### config.mk
export PLATFORM = sky130hd
export DESIGN_NAME = bram_qr_reader_flat
export DESIGN_NICKNAME = d
export VERILOG_FILES = /design/src/rtl/bram_qr_reader_if.sv /design/src/rtl/bram_qr_reader.sv /design/src/flat_wrapper.sv
export SDC_FILE = /design/constraint.sdc
export NUM_CORES = 1
export LEC_CHECK = 0
export ABC_AREA = 1
export BUFFER_PORTS_ARGS = -buffer_cell sky130_fd_sc_hd__buf_4
export CAP_MARGIN = 20
export CORE_MARGIN = 2
export CORE_UTILIZATION = 45
export CTS_BUF_LIST = sky130_fd_sc_hd__clkbuf_4 sky130_fd_sc_hd__clkbuf_8
export DETAILED_ROUTE_END_ITERATION = 16
export PLACE_DENSITY = 0.69
export SYNTH_ARGS = -nofsm -noshare
export SYNTH_HDL_FRONTEND = slang
export SYNTH_SLANG_ARGS = --single-unit
### constraint.sdc
create_clock -name clk -period 2.5 [get_ports clk]
set_input_delay 0.125 -clock clk [delete_from_list [all_inputs] [get_ports clk]]
set_output_delay 0.125 -clock clk [all_outputs]
set_load 0.01 [all_outputs]
### src/rtl/bram_qr_reader_if.sv
// Bundle between bram_qr_reader and its neighbours: command, BRAM_QR read port, output stream.
// master = the reader, slave = the command issuer / memory / stream consumer.
interface bram_qr_reader_if #(
  parameter int ADDR_WIDTH = 4,
  parameter int DATA_WIDTH = 8
);
  logic                  start;
  logic [ADDR_WIDTH-1:0] start_addr;
  logic [ADDR_WIDTH:0]   length;
  logic                  busy;
  logic                  done;
  logic [ADDR_WIDTH-1:0] mem_addr;
  logic                  mem_write_en;
  logic [DATA_WIDTH-1:0] mem_data_in;
  logic [DATA_WIDTH-1:0] out_data;
  logic                  out_valid;
  logic                  out_ready;
  logic                  out_last;

  modport master (
    input  start, start_addr, length, mem_data_in, out_ready,
    output busy, done, mem_addr, mem_write_en, out_data, out_valid, out_last
  );

  modport slave (
    output start, start_addr, length, mem_data_in, out_ready,
    input  busy, done, mem_addr, mem_write_en, out_data, out_valid, out_last
  );
endinterface

### src/rtl/bram_qr_reader.sv
// Sweeps a wrap-around BRAM_QR address range and streams the words out through a 2-entry buffer.
//   state    | meaning
//   ST_IDLE  | waiting for start
//   ST_RUN   | issuing reads, reads remaining > 0
//   ST_DRAIN | all reads issued, emptying in-flight read and buffer
module bram_qr_reader #(
  parameter int ADDR_WIDTH = 4,
  parameter int DATA_WIDTH = 8
) (
  input logic                clk,
  input logic                rst,
  bram_qr_reader_if.master   rd_if
);

  typedef enum logic [1:0] {ST_IDLE, ST_RUN, ST_DRAIN} state_e;

  localparam logic [ADDR_WIDTH:0] CNT_ONE = (ADDR_WIDTH+1)'(1);

  state_e                state_q, state_d;
  logic [ADDR_WIDTH-1:0] addr_q, addr_d;
  logic [ADDR_WIDTH:0]   rd_rem_q, rd_rem_d;
  logic [ADDR_WIDTH:0]   emit_rem_q, emit_rem_d;
  logic                  inflight_q, inflight_d;
  logic [1:0]            count_q, count_d;
  logic [DATA_WIDTH-1:0] buf0_q, buf0_d, buf1_q, buf1_d;
  logic                  done_q, done_d;
  logic                  push, pop, issue;
  logic [1:0]            occ_after;

  always_comb begin
    state_d    = state_q;
    addr_d     = addr_q;
    rd_rem_d   = rd_rem_q;
    emit_rem_d = emit_rem_q;
    count_d    = count_q;
    buf0_d     = buf0_q;
    buf1_d     = buf1_q;
    done_d     = 1'b0;

    push = inflight_q;
    pop  = (count_q != 2'd0) && rd_if.out_ready;
    // Occupancy including the in-flight read, after this cycle's pop; never exceeds 2.
    occ_after = count_q + {1'b0, inflight_q} - {1'b0, pop};
    issue = (state_q == ST_RUN) && (rd_rem_q != '0) && (occ_after < 2'd2);
    inflight_d = issue;

    if (issue) begin
      rd_rem_d = rd_rem_q - CNT_ONE;
      if (rd_rem_q != CNT_ONE) addr_d = addr_q + 1'b1;
    end
    if (pop) emit_rem_d = emit_rem_q - CNT_ONE;

    case ({push, pop})
      2'b10: begin
        if (count_q == 2'd0) buf0_d = rd_if.mem_data_in;
        else                 buf1_d = rd_if.mem_data_in;
        count_d = count_q + 2'd1;
      end
      2'b01: begin
        buf0_d  = buf1_q;
        count_d = count_q - 2'd1;
      end
      2'b11: begin
        if (count_q == 2'd1) begin
          buf0_d = rd_if.mem_data_in;
        end else begin
          buf0_d = buf1_q;
          buf1_d = rd_if.mem_data_in;
        end
      end
      default: ;
    endcase

    case (state_q)
      ST_IDLE: begin
        if (rd_if.start) begin
          if (rd_if.length == '0) begin
            done_d = 1'b1;
          end else begin
            state_d    = ST_RUN;
            addr_d     = rd_if.start_addr;
            rd_rem_d   = rd_if.length;
            emit_rem_d = rd_if.length;
          end
        end
      end
      ST_RUN: begin
        if (issue && rd_rem_q == CNT_ONE) state_d = ST_DRAIN;
      end
      ST_DRAIN: begin
        if (!inflight_q && (count_q == 2'd0 || (count_q == 2'd1 && pop))) begin
          state_d = ST_IDLE;
          done_d  = 1'b1;
        end
      end
      default: state_d = ST_IDLE;
    endcase
  end

  always_ff @(posedge clk) begin
    if (rst) begin
      state_q    <= ST_IDLE;
      addr_q     <= '0;
      rd_rem_q   <= '0;
      emit_rem_q <= '0;
      inflight_q <= 1'b0;
      count_q    <= 2'd0;
      buf0_q     <= '0;
      buf1_q     <= '0;
      done_q     <= 1'b0;
    end else begin
      state_q    <= state_d;
      addr_q     <= addr_d;
      rd_rem_q   <= rd_rem_d;
      emit_rem_q <= emit_rem_d;
      inflight_q <= inflight_d;
      count_q    <= count_d;
      buf0_q     <= buf0_d;
      buf1_q     <= buf1_d;
      done_q     <= done_d;
    end
  end

  assign rd_if.busy         = (state_q != ST_IDLE);
  assign rd_if.done         = done_q;
  assign rd_if.mem_addr     = addr_q;
  assign rd_if.mem_write_en = 1'b0;
  assign rd_if.out_data     = buf0_q;
  assign rd_if.out_valid    = (count_q != 2'd0);
  assign rd_if.out_last     = (count_q != 2'd0) && (emit_rem_q == CNT_ONE);

endmodule

### src/flat_wrapper.sv
// flat-port wrapper written by rule: the top's interface ports become plain ports
module bram_qr_reader_flat 
#(
  parameter int ADDR_WIDTH = 4,
  parameter int DATA_WIDTH = 8
)
  (clk, rst, rd_if_start, rd_if_start_addr, rd_if_length, rd_if_mem_data_in, rd_if_out_ready, rd_if_busy, rd_if_done, rd_if_mem_addr, rd_if_mem_write_en, rd_if_out_data, rd_if_out_valid, rd_if_out_last);
  bram_qr_reader_if #(.ADDR_WIDTH(ADDR_WIDTH), .DATA_WIDTH(DATA_WIDTH)) rd_if_i ();
  input logic clk;
  input logic rst;
  input wire logic [$bits(rd_if_i.start)-1:0] rd_if_start;
  input wire logic [$bits(rd_if_i.start_addr)-1:0] rd_if_start_addr;
  input wire logic [$bits(rd_if_i.length)-1:0] rd_if_length;
  input wire logic [$bits(rd_if_i.mem_data_in)-1:0] rd_if_mem_data_in;
  input wire logic [$bits(rd_if_i.out_ready)-1:0] rd_if_out_ready;
  output wire logic [$bits(rd_if_i.busy)-1:0] rd_if_busy;
  output wire logic [$bits(rd_if_i.done)-1:0] rd_if_done;
  output wire logic [$bits(rd_if_i.mem_addr)-1:0] rd_if_mem_addr;
  output wire logic [$bits(rd_if_i.mem_write_en)-1:0] rd_if_mem_write_en;
  output wire logic [$bits(rd_if_i.out_data)-1:0] rd_if_out_data;
  output wire logic [$bits(rd_if_i.out_valid)-1:0] rd_if_out_valid;
  output wire logic [$bits(rd_if_i.out_last)-1:0] rd_if_out_last;
  assign rd_if_i.start = rd_if_start;
  assign rd_if_i.start_addr = rd_if_start_addr;
  assign rd_if_i.length = rd_if_length;
  assign rd_if_i.mem_data_in = rd_if_mem_data_in;
  assign rd_if_i.out_ready = rd_if_out_ready;
  assign rd_if_busy = rd_if_i.busy;
  assign rd_if_done = rd_if_i.done;
  assign rd_if_mem_addr = rd_if_i.mem_addr;
  assign rd_if_mem_write_en = rd_if_i.mem_write_en;
  assign rd_if_out_data = rd_if_i.out_data;
  assign rd_if_out_valid = rd_if_i.out_valid;
  assign rd_if_out_last = rd_if_i.out_last;
  bram_qr_reader #(.ADDR_WIDTH(ADDR_WIDTH), .DATA_WIDTH(DATA_WIDTH)) u_core (.clk(clk), .rst(rst), .rd_if(rd_if_i));
endmodule
==> Yosys cells after proc, flatten, opt, wreduce, memory -nomap -nowiden <==
Cells that the tools add are included.
{ "word_totals": {"register_bits": 36, "in_bits": 21, "output_inout_bits": 17, "wordCells": 83} }
{ "op_classes": {"add_sub_neg": 7, "order_cmp": 1, "n_eq_ne": 16, "n_mux": 29, "n_reduce_logical": 21} }
{ "ops": {"columns": ["op", "n"], "rows": [
  ["5-bit 2-to-1 mux", 8],
  ["8-bit 2-to-1 mux", 4],
  ["8-bit case mux with 3 select lines", 1],
  ["4-bit 2-to-1 mux", 5],
  ["8-bit case mux with 2 select lines", 1],
  ["5-bit by 1-bit == test with 1-bit output (second input constant)", 2],
  ["2-bit inequality test (second input constant)", 5],
  ["5-bit by 1-bit subtractor with 5-bit output (second input constant)", 2],
  ["2-bit 2-to-1 mux", 4],
  ["2-bit nonzero test", 4],
  ["1-bit logical AND", 7],
  ["2-bit by 1-bit == test with 1-bit output (second input constant)", 3],
  ["2-bit == test (second input constant)", 3],
  ["2-bit case mux with 3 select lines", 1],
  ["5-bit zero test", 1],
  ["5-bit by 1-bit inequality test with 1-bit output (second input constant)", 1],
  ["5-bit nonzero test", 1],
  ["4-bit by 1-bit adder with 4-bit output (second input constant)", 1],
  ["2-bit zero test", 2],
  ["2-bit by 1-bit inequality test with 1-bit output (second input constant)", 2],
  ["2-bit case mux with 2 select lines", 1],
  ["4-bit AND reduction", 1],
  ["1-bit 2-to-1 mux", 3],
  ["3-bit AND reduction", 1],
  ["10 further kinds", 10]
]} }

==> Longest topological paths before layout <==
{ "logic_depth": {"depth_word": 9, "mapped_depth": 16, "mapped_depth_nobuf": 16} }

==> Worst setup path after synthesis <==
Ideal clock, no wire load.
{ "synth_timing": {"path_type": "reg-to-reg", "startpoint": "register u_core.count_q[0]", "endpoint": "register u_core.state_q[0]", "setup_time_ns": 0.116, "t_arrival_ns": 1.899, "t_required_ns": 2.384, "slack_ns": 0.485, "path_stages_with_launch": 15, "path_buffers": 0, "synth_period_minus_slack_ns": 2.015, "cell_sequence": "dfxtp_1 > inv_1 > ha_1 > inv_1 > nand2_1 > ha_1 > inv_2 > nand2_1 > nand2_1 > nand3_1 > nand2_2 > nand2_4 > or2_4 > nand3_2 > a21oi_1"} }
{ "synth_between": {"elab_chain_cells": 8} }
{ "synth_lines": {"columns": ["element", "line_no", "text"], "rows": [
  ["from (decl)", "bram_qr_reader.sv:24", "logic [1:0] count_q, count_d;"],
  ["from (signal assigned)", "bram_qr_reader.sv:117", "count_q <= count_d;"],
  ["branches (longest 7 deep; another with 2-bit by 1-bit adder with 2-bit output)", null, null],
  ["4-bit AND reduction (no source line) *", null, null],
  ["to (signal assigned)", "bram_qr_reader.sv:112", "state_q <= state_d;"],
  ["to (decl)", "bram_qr_reader.sv:19", "state_e state_q, state_d;"]
]} }
Every way passes the cells marked *.
A chain may end at the register's enable or synchronous reset.

==> Worst setup path after layout <==
{ "layout_timing": {"startpoint": "register u_core.count_q[1]", "endpoint": "register u_core.addr_q[1], in the netlist u_core.rd_if.mem_addr[1]"} }
{ "layout_between": {"elab_chain_cells": 9} }
{ "layout_lines": {"columns": ["element", "line_no", "text"], "rows": [
  ["branches (longest 2 deep; another with 2-bit by 1-bit adder with 2-bit output)", null, null],
  ["2-bit by 1-bit subtractor with 2-bit output *", "bram_qr_reader.sv:43", "occ_after = count_q + {1'b0, inflight_q} - {1'b0, pop};"],
  ["2-bit < comparator *", "bram_qr_reader.sv:44", "issue = (state_q == ST_RUN) && (rd_rem_q != '0) && (occ_after < 2'd2);"],
  ["1-bit logical AND *", "bram_qr_reader.sv:44", null],
  ["4-bit 2-to-1 mux *", "bram_qr_reader.sv:47", "if (issue) begin"],
  ["4-bit 2-to-1 mux", "bram_qr_reader.sv:77", "if (rd_if.length == '0) begin"],
  ["4-bit 2-to-1 mux", "bram_qr_reader.sv:76", "if (rd_if.start) begin"],
  ["4-bit 2-to-1 mux *", "bram_qr_reader.sv:74", "case (state_q)"],
  ["to (signal assigned)", "bram_qr_reader.sv:113", "addr_q <= addr_d;"],
  ["to (decl)", "bram_qr_reader.sv:20", "logic [ADDR_WIDTH-1:0] addr_q, addr_d;"]
]} }
Marked as above.

==> key figures <==
Detailed routing
  – Router iterations before antenna repair: 4
  – Final antenna-violating net count: 0
  – First DRT Iteration DRCs: 70
  – DRC errors left: 0
  – Vias per std cell: slightly above 5
  – Post-Route WL: ~4300 um
  – Wirelength per Cell: 12.24 um
  – Via count: between 1500 and 2000

Logic synthesis
  – Synth cell count leaders: nand2_1 (42), dfxtp_1 (36), inv_1 (25)
  – Synth Area in XOR/XNOR: 0.03551
  – Top post-synthesis cells by area: dfxtp_1 (37%), nand2_1 (8.0%), ha_1 (6.3%), a21oi_1 (5.3%), inv_1 (4.8%)
  – Number of synthesized register bits: 36
  – Multiplexer area fraction after synthesis: 0.03551
  – Post-synthesis cell type count: 37
  – Asr flop ratio synth: 0
  – Sequential area share after synthesis: 0.3653
  – Synth Area per Inst: 7.648 um2
  – Synth area leader: dfxtp_1
  – Largest family of logic cells by synthesized area: simple AND/OR/NAND/NOR gates
  – Post-Synth Simple-Gate Area: 0.2632
  – Synth Warn #: 0
  – Most used flip-flop cell after synthesis: dfxtp_1
  – Top cell type's share of synthesized area: 0.3653
  – Count leader, synth: nand2_1
  – Post-synth EDFFs: 0
  – Synth Area in Adders: 0.06341
  – Post-Syn Area: about 2000 um2
  – Syn Nets: just under 300
  – Compound-gate portion of the synthesized area: 0.1566
  – Gate Count Post-Synth: ~260

GRT
  – Met3 Use GR: 0.05195
  – Global-route wire length before repair: roughly 7400 um
  – Met1 usage: 0.2269
  – GRT overflow: 0
  – Largest net degree at the start of global routing: 23
  – Total track usage: 0.1885
  – GR peak layer: met2
  – Antenna violations before repair: 0
  – Vias in the first global route: between 1500 and 2000
  – GRT met2 Usage: 0.3206

STA
  – Clock Skews: 0.005114 ns
  – Setup TNS: 0 ns
  – Hold violation count in the final report: 0
  – Setup-failing EPs final: 0
  – Slew @ Worst Pin: between 0.5 and 0.6 ns
  – Fmax: ~450 MHz
  – Worst Hold Slack: just over 0.07 ns
  – Final period utilization: 0.8810
  – Crit path time final: 2.202 ns
  – Final worst slack: 0.2976 ns
  – Unrepaired setup endpoints after global routing: false
  – Max-slew violations: 0
  – Max_slew headroom: 0.6095

Critical path
  – CP Max Fanout: 10
  – Critical Path Source Type: flop
  – CP arrival: 2.44 ns
  – Required time of the critical path: about 2.7 ns
  – Critical Path End Type: flop
  – Kind of critical path: flop to flop

Cells and area
  – Nets@finish: about 330
  – Share of cells above drive strength 1: 0.2466
  – Layout area overhead: 23.34%
  – Diodes inserted: 0
  – Final core occ: 0.5667

Floorplan
  – Die height: 70.22 um
  – Placement Rows: 24
  – Core Area: approximately 4300 um2
  – I/O pins: 38
  – Die outline width: about 70 um
  – Die Area: roughly 4900 um2
  – Initial Util: 0.4595

Clock network
  – # clock sinks: 36
  – Clock slew at reported path FFs: roughly 0.07 ns
  – CTS max path bufs: 2
  – CTS tree: done
  – Postcts setup bufs: 0
  – CTS H-tree depth: 2
  – Root buffer cell: clkbuf_8
  – Worst skew pair latency: between 0.2 and 0.3 ns
  – CTS Buf Count: 5

Placed design
  – DPL Wire Length: 3195 um
  – Pre-CTS setup slack: around 0.32 ns
  – PortBufs: 36
  – Final Wtd Congestion: 0.8416

Min path
  – Hold Path Class: primary input to flop

Power and ir drop
  – Worst IR Drop VDD: 0.5441 mV
  – Power Dens Cells: around 970 nW/um2
  – Tot Pwr: 2.354 mW
  – LEAKAGE: about 1.1 nW

Outcome
  – Outcome: complete, no violations

Job
  – Maxcap violations: 0
[final cells by class]
cell class,count,area [um2]
multi-input combinational,184,1097
clock inverter,3,90.09
fill,429,1861
clock buffer,5,68.82
sequential,36,721.9
inverter,32,120.1
timing repair buffer,36,270.3
tap,52,65.06
[repair_timing]
action	in CTS	in global routing
resized for setup	0	1
hold buffers	0	0
setup endpoints to repair	0	1
[per-stage QoR]
step | instances | area, um2
3_3_place_gp | 340 | 2273
4_1_cts | 348 | 2432
6_report | 348 | 2434
2_1_floorplan | 258 | 1973
5_1_grt | 348 | 2434
3_5_place_dp | 340 | 2273
[power by group]
group	internal [mW]	switching [mW]	leakage, nW
clock	0.499	0.224	0.0784
combinational	0.346	0.519	0.754
sequential	0.689	0.0768	0.295
total	1.53	0.820	1.13
[flip-flops by register name (all words and copies together), names as in the netlist]
name / cells
u_core.inflight_q: 1
u_core.rd_rem_q: 5
u_core.count_q: 2
u_core.rd_if.out_data: 8
u_core.state_q: 2
u_core.rd_if.done: 1
u_core.rd_if.mem_addr: 4
u_core.emit_rem_q: 5
u_core.buf1_q: 8
[worst max-delay path, cell delays in order, from the launching register on]
cell	delay, ns
dfxtp_1	0.37
inv_1	0.11
ha_1	0.19
inv_1	0.08
nand2_1	0.11
ha_1	0.33
inv_2	0.06
nand2_1	0.09
nand2_1	0.08
nand3_1	0.08
nand2_1	0.13
nor2_8	0.19
nand2_1	0.07
o211ai_1	0.09
nand3_1	0.09
inv_1	0.07
[logic make-up after synthesis]
logic type | after synthesis
AO/OA/AOI/OAI | 55
XOR/XNOR | 8
adder cells (fa/ha/maj) | 10
buffers and inverters | 38
flip-flops | 36
multiplexers | 7
other | 1
AND/OR/NAND/NOR | 103
[placed cells by master, fill, tap and decap left out, types with 2 or more instances in the layout]
master     count
a21oi_1       21
a21oi_2        2
buf_4         36
bufinv_16      3
clkbuf_8       5
dfxtp_1       35
ha_1          10
inv_1         25
inv_2          7
mux2i_1        7
nand2_1       42
nand2_2        6
nand3_1       17
nand3_2        2
nand4_1        4
nor2_1        19
nor2_2         2
nor3_1         3
o211ai_1       3
o21ai_0       17
o21ai_1        8
xor2_1         8
[routing by layer]
metal,vias up,part of all wire
met1,779,0.46
met5,-,0
met3,8,0.054
met2,48,0.47
li1,921,-
met4,0,0.017
[path summary, 6_finish.rpt]
path / startpoint / endpoint / slack, ns / depth (start not counted)
min: rd_if_start_addr[0] / u_core.rd_if.mem_addr[0] / 0.07 / 3
max: u_core.count_q[1] / u_core.rd_if.mem_addr[1] / 0.30 / 15
min reg2reg: u_core.buf1_q[0] / u_core.buf1_q[0] / 0.49 / 2
max reg2reg: u_core.count_q[1] / u_core.rd_if.mem_addr[1] / 0.30 / 15
(Power assumes the default switching activity.)
